## config.mk

```make
export PLATFORM = sky130hd
export DESIGN_NAME = exc_ctrl
export DESIGN_NICKNAME = d
export VERILOG_FILES = /design/src/rtl/exc_ctrl.sv
export SDC_FILE = /design/constraint.sdc
export NUM_CORES = 1
export LEC_CHECK = 0
export BUFFER_PORTS_ARGS = -buffer_cell sky130_fd_sc_hd__buf_2
export CAP_MARGIN = 10
export CORE_MARGIN = 2
export CORE_UTILIZATION = 50
export CTS_CLUSTER_DIAMETER = 150
export CTS_CLUSTER_SIZE = 10
export DETAILED_ROUTE_END_ITERATION = 6
export PLACE_DENSITY = 0.89
export SLEW_MARGIN = 20
export SYNTH_ARGS = -nofsm -noshare
export SYNTH_HDL_FRONTEND = slang
export SYNTH_SLANG_ARGS = --single-unit
export TNS_END_PERCENT = 100
```

## constraint.sdc

```tcl
create_clock -name clk_i -period 9.4 [get_ports clk_i]
set_input_delay 0.47 -clock clk_i [delete_from_list [all_inputs] [get_ports clk_i]]
set_output_delay 0.47 -clock clk_i [all_outputs]
set_load 0.01 [all_outputs]
```

## src/rtl/exc_ctrl.sv

```systemverilog
// exc_ctrl: precise exception/interrupt/ERET sequencer (IDLE -> DRAIN -> COMMIT -> REDIRECT).
module exc_ctrl #(
  parameter logic [31:0] EXC_VECTOR = 32'hBFC0_0380,
  parameter int          DRAIN_MAX  = 16
) (
  input  logic        clk_i,
  input  logic        reset_i,
  input  logic        commit_valid_i,
  input  logic        exc_valid_i,
  input  logic [4:0]  exc_code_i,
  input  logic [31:0] exc_pc_i,
  input  logic [31:0] exc_badaddr_i,
  input  logic        exc_isbad_i,
  input  logic        exc_bd_i,
  input  logic        eret_valid_i,
  input  logic        int_pending_i,
  input  logic [31:0] cp0_epc_i,
  input  logic        mem_busy_i,
  input  logic        redirect_ready_i,
  output logic        stall_o,
  output logic        flush_o,
  output logic        cp0_exception_o,
  output logic        cp0_eret_o,
  output logic [4:0]  cp0_code_o,
  output logic [31:0] cp0_pc_o,
  output logic [31:0] cp0_badaddr_o,
  output logic        cp0_isbad_o,
  output logic        cp0_bd_o,
  output logic        redirect_valid_o,
  output logic [31:0] redirect_pc_o,
  output logic        drain_timeout_o
);
  typedef enum logic [1:0] {IDLE, DRAIN, COMMIT, REDIRECT} state_t;
  localparam logic [7:0] CNT_LAST = 8'(DRAIN_MAX - 1);
  state_t     state_q;
  logic [7:0] cnt_q;
  logic       eret_q;
  logic       accept, drain_done;
  assign accept = !reset_i && state_q == IDLE && commit_valid_i &&
                  (int_pending_i || exc_valid_i || eret_valid_i);
  assign drain_done = !mem_busy_i || cnt_q == CNT_LAST;
  // stall must rise in the acceptance cycle itself, before the state changes
  assign stall_o = accept || state_q != IDLE;
  always_ff @(posedge clk_i or posedge reset_i) begin
    if (reset_i) begin
      state_q          <= IDLE;
      cnt_q            <= '0;
      eret_q           <= 1'b0;
      flush_o          <= 1'b0;
      cp0_exception_o  <= 1'b0;
      cp0_eret_o       <= 1'b0;
      cp0_code_o       <= '0;
      cp0_pc_o         <= '0;
      cp0_badaddr_o    <= '0;
      cp0_isbad_o      <= 1'b0;
      cp0_bd_o         <= 1'b0;
      redirect_valid_o <= 1'b0;
      redirect_pc_o    <= '0;
      drain_timeout_o  <= 1'b0;
    end else begin
      case (state_q)
        IDLE: if (accept) begin
          state_q <= DRAIN;
          cnt_q   <= '0;
          eret_q  <= !(int_pending_i || exc_valid_i);
          if (int_pending_i) begin
            cp0_code_o  <= 5'd0;
            cp0_pc_o    <= exc_pc_i;
            cp0_isbad_o <= 1'b0;
            cp0_bd_o    <= exc_bd_i;
          end else if (exc_valid_i) begin
            cp0_code_o    <= exc_code_i;
            cp0_pc_o      <= exc_pc_i;
            cp0_badaddr_o <= exc_badaddr_i;
            cp0_isbad_o   <= exc_isbad_i;
            cp0_bd_o      <= exc_bd_i;
          end
        end
        DRAIN: begin
          if (mem_busy_i) cnt_q <= cnt_q + 8'd1;
          if (drain_done) begin
            state_q         <= COMMIT;
            cp0_exception_o <= !eret_q;
            cp0_eret_o      <= eret_q;
            flush_o         <= 1'b1;
            if (mem_busy_i) drain_timeout_o <= 1'b1;
          end
        end
        COMMIT: begin
          state_q          <= REDIRECT;
          cp0_exception_o  <= 1'b0;
          cp0_eret_o       <= 1'b0;
          redirect_valid_o <= 1'b1;
          redirect_pc_o    <= eret_q ? cp0_epc_i : EXC_VECTOR;
        end
        REDIRECT: if (redirect_ready_i) begin
          state_q          <= IDLE;
          redirect_valid_o <= 1'b0;
          flush_o          <= 1'b0;
        end
      endcase
    end
  end
endmodule
```

# Word level (Yosys, flattened, before mapping)
# Index checks and enable logic that the tools add are counted.
# word_totals
regBits,119
in_bits,111
output_inout_bits,109
elab_cells,75
# classes
n_addsub,1
n_eq_ne,8
n_mux,24
bitwise_logic,1
reduce_logical,27
# ops
operator,count
two-way mux 32 bit,3
two-way mux 8 bit,2
one-hot mux 8 bit (2 select lines),1
AND reduction 3 bit,5
nonzero test 2 bit,6
two-way mux 5 bit,2
adder 8 x 1 -> 8 bit (second input constant),1
equality test 8 x 4 -> 1 bit (second input constant),1
two-way mux 1 bit,8
inequality test 2 bit (second input constant),4
one-hot mux 1 bit (2 select lines),4
one-hot mux 2 bit (4 select lines),1
two-way mux 2 bit,3
AND reduction 2 bit,3
equality test 2 bit (second input constant),2
zero test 1 bit,4
logical OR 1 bit,4
AND reduction 4 bit,1
logical AND 1 bit,3
equality test 2 x 1 -> 1 bit (second input constant),1
zero test 2 bit,1
NOT 1 bit,1

# Depth between registers and ports, before layout
# logic_depth
ltp_word,6
mapped_depth,7
ltp_nobuf,6

# Least setup slack after synthesis
# OpenSTA, ideal clock, no wires.
# synth_timing
kind,input to register
start,in reset_i
end,reg cp0_code_o[0]
setup_time_ps,121
arrival_ps,3763
required_ps,9279
slack_ps,5516
cell_stages,4
path_buffers,0
path_cell_list,inv_1 > and3_1 > o21ai_1 > a22o_1
# synth_via
elab_chain_cells,5
# synth_lines
element,line,rtl
from (decl),7,"input logic reset_i,"
zero test 1 bit (no source line),-,
logical AND 1 bit (3 in series),39,assign accept = !reset_i && state_q == IDLE && commit_valid_i &&
AND reduction 3 bit (no source line),-,
to (signal assigned),72,cp0_code_o <= exc_code_i;
to (decl),24,"output logic [4:0] cp0_code_o,"
# Every way passes these cells.
# A chain may end at the register's enable or synchronous reset.

# Final worst setup path
# layout_timing
start,reg state_q[0]
end,reg cp0_pc_o[17]
# layout_via
elab_chain_cells,5
# layout_lines
element,line,rtl
from (decl),35,state_t state_q;
from (signal assigned),46,state_q <= IDLE;
from (signal assigned),63,state_q <= DRAIN;
from (signal assigned),82,state_q <= COMMIT;
zero test 2 bit *,"39, 61",
logical AND 1 bit (3 in series),39,
AND reduction 3 bit (no source line) *,-,
to (signal assigned),68,cp0_pc_o <= exc_pc_i;
to (signal assigned),73,cp0_pc_o <= exc_pc_i;
to (decl),25,"output logic [31:0] cp0_pc_o,"
# Mark *: on every way between the ends. The rest lies on a longest branch, timed or not.

==> impl_metrics.toml <==
[placed_design]
dp_hpwl_um = 8482
place_inst = 676
portBuffers = 219
dp_slack_ns = 7.065
place_congestion = 0.8309

[power_and_ir_drop]
p_per_area_nw_per_um2 = 356.4
ir_worst_vdd_uv = 206.8
p_leak_nw = 3.304

[floorplanning]
die_w_um = 100.9
pin_count = 220
core_um2 = 9153
dieArea_um2 = 10180
die_y_um = 100.9
rows = 35
start_util_pct = 51.28

[logic_synthesis]
synth.avg_cell_area_um2 = 13.11
synth_area_leader_cell = "dfrtp_1"
synth_cells = 358
async_reset_ff_share_pct = 100.0
syn-num-nets = 475
ys_ff_latch = 119
synth_edf_count = 0
syn_area_um2 = 4693
synth.area.top_cells = "dfrtp_1 63%, mux2_2 16%, o21ai_0 3.0%"
ys.flop_type = "dfrtp_1"
synth_cell_types = 36
yosys_warnings = 0
synth_top_area_share_pct = 63.45
seq_area_frac_synth_pct = 63.45

[sta]
clock.fmax_ghz = 0.4251
timing.final.crit_share_pct = 25.03
period_needed_ns = 2.353
finalSetupViolCount = 0
hold_ws_ns = 0.07940
tns_ns = 0
hold_violations = 0
slew_headroom_pct = 36.82
setup_ws_ns = 7.047
tightestPinTransition_ns = 0.9454
drv_slew = 0
rsz0062_at_grt = "no"
fin_worst_skew_ns = 0.007653

[finish]
nNetsFinal = 701
syn_to_final_growth_pct = 39.30
fin_cells = 707
layout-drive-gt1-share_pct = 54.53
n_antenna_cell = 0

[global_route]
grtUsageTotal_pct = 24.05
grt_pass1_vias = 3922
gr-total-overflow = 0
grt_max_degree = 69
antenna_found_initial = 0
grt_pass1_wl_um = 18930

[critical_path]
arrival_ns = 2.73
r2r-start = "state_q[0]"
cp_max_fo = 34
crit_type = "register to register"
startpoint_type = "register"
crit_start = "state_q[0]"
endpoint_kind = "register"
crit_required_ns = 9.78

[route]
vias = 3653
remaining_drc_errors = 0
via_per_inst = 5.167
dr.pass1.iters = 4
wl_per_cell_um = 16.83
drt_first_iter_violations = 70
wl_um = 11900
drtAntennaViolNets = 0

[run_status]
outcome = "finished clean"

[clocking]
clkLatencyLatePin_ns = 0.50
cts_hold_buf = 0
root_buffer = "clkbuf_8"
cts.sinks = 119
cts_made_buffers = 17
clockBufferDepth = 2
htreeDepth = 4
cts_tree = "yes"
cts.repair.resized = 0
clk_pin_slew_ns = 0.06
post_cts_buffers = 0

[worst_hold_path]
hp-class = "input port to async pin"

[flow_run]
maxCapViolations = 0
-- cell families (layout without fill, tap and decap cells) --
kind of cell / after synthesis / after routing / synth area share [%]
AO/OA/AOI/OAI: 66 / 66 / 9.278
buffers and inverters: 42 / 280 / 3.572
flip-flops: 119 / 119 / 63.45
adder cells (fa/ha/maj): 6 / 6 / 1.600
AND/OR/NAND/NOR: 56 / 56 / 5.599
multiplexers: 69 / 69 / 16.50
-- Yosys cell counts (2+ instances only) --
master	count
ha_1	6
dfrtp_1	119
mux2_2	67
nand3_1	2
o21ai_0	28
o31ai_1	2
nor4_1	2
o22a_1	12
a21oi_1	8
nor3_1	2
clkbuf_1	6
a22o_1	6
nor2b_1	3
or4_1	2
mux2i_1	2
nand2_1	28
and2_1	2
or3_1	3
buf_2	8
nor2_1	7
and3_1	2
inv_1	27
-- layout make-up --
| class | count | area [µm²] |
|---|---|---|
| Clock buffer | 17 | 414.1 |
| Clock inverter | 14 | 224.0 |
| Fill cell | 620 | 2615 |
| Inverter | 27 | 103.9 |
| Multi-Input combinational cell | 197 | 1560 |
| Sequential cell | 119 | 2978 |
| Tap cell | 111 | 138.9 |
| Timing Repair Buffer | 222 | 1119 |
-- cells in the final DEF (no fill, tap or decap), types with 5 or more instances in the layout --
cell type	netlist	routed
a21oi_1	8	8
a22o_1	6	6
buf_2	8	219
bufinv_16	0	5
clkbuf_16	0	16
clkinv_4	0	5
dfrtp_1	119	119
ha_1	6	6
inv_1	27	26
mux2_2	67	67
nand2_1	28	28
nor2_1	7	6
o21ai_0	28	28
o22a_1	12	12
-- critical path, stage by stage (launching register included) --
cell,delay [ns]
dfrtp_1,0.41
inv_1,0.13
ha_1,0.25
nand3b_1,0.21
nor2_4,0.79
mux2_2,0.43
-- report_power, final --
group / internal, mW / switching, mW / total (mW)
clock: 0.459 / 0.238 / 0.697
combinational: 0.358 / 0.395 / 0.753
sequential: 0.747 / 0.133 / 0.880
total: 1.56 / 0.766 / 2.33
-- metal layers --
metal | wire length [µm] | global-route usage (%) | vias up
met4 | 225 | 9.694 | 0
met5 | 0 | 0 | -
met2 | 6048 | 39.85 | 160
met3 | 973 | 8.807 | 24
met1 | 4650 | 28.46 | 1758
li1 | - | - | 1711
-- path summary, 6_finish.rpt --
check                                         end  slack [ns]  depth (start not counted)
max in group asynchronous                cnt_q[1]        8.01                          3
worst max register to register       cp0_pc_o[17]        7.05                          5
min in group clk_i              redirect_pc_o[13]        0.18                          3
worst max-delay path                 cp0_pc_o[17]        7.05                          5
worst min register to register    drain_timeout_o        0.47                          1
worst min-delay path             cp0_badaddr_o[0]        0.08                          2
-- stage by stage --
stage	power, mW	cell area (µm²)	utilization, %
after floorplan	1.292	4693	-
after global placement	1.594	5899	64.46
after detailed placement	1.643	5899	64.46
after global routing	2.472	6538	71.43
after CTS	2.354	6538	71.43
final	2.330	6538	71.43
-- sequential cells by signal, indices dropped and copies added, names as in the netlist --
register          count
cp0_pc_o             32
redirect_valid_o      1
cp0_code_o            5
cp0_badaddr_o        32
cp0_exception_o       1
flush_o               1
cp0_eret_o            1
cp0_bd_o              1
drain_timeout_o       1
cnt_q                 8
state_q               2
eret_q                1
redirect_pc_o        32
cp0_isbad_o           1
(Power assumes the default switching activity.)
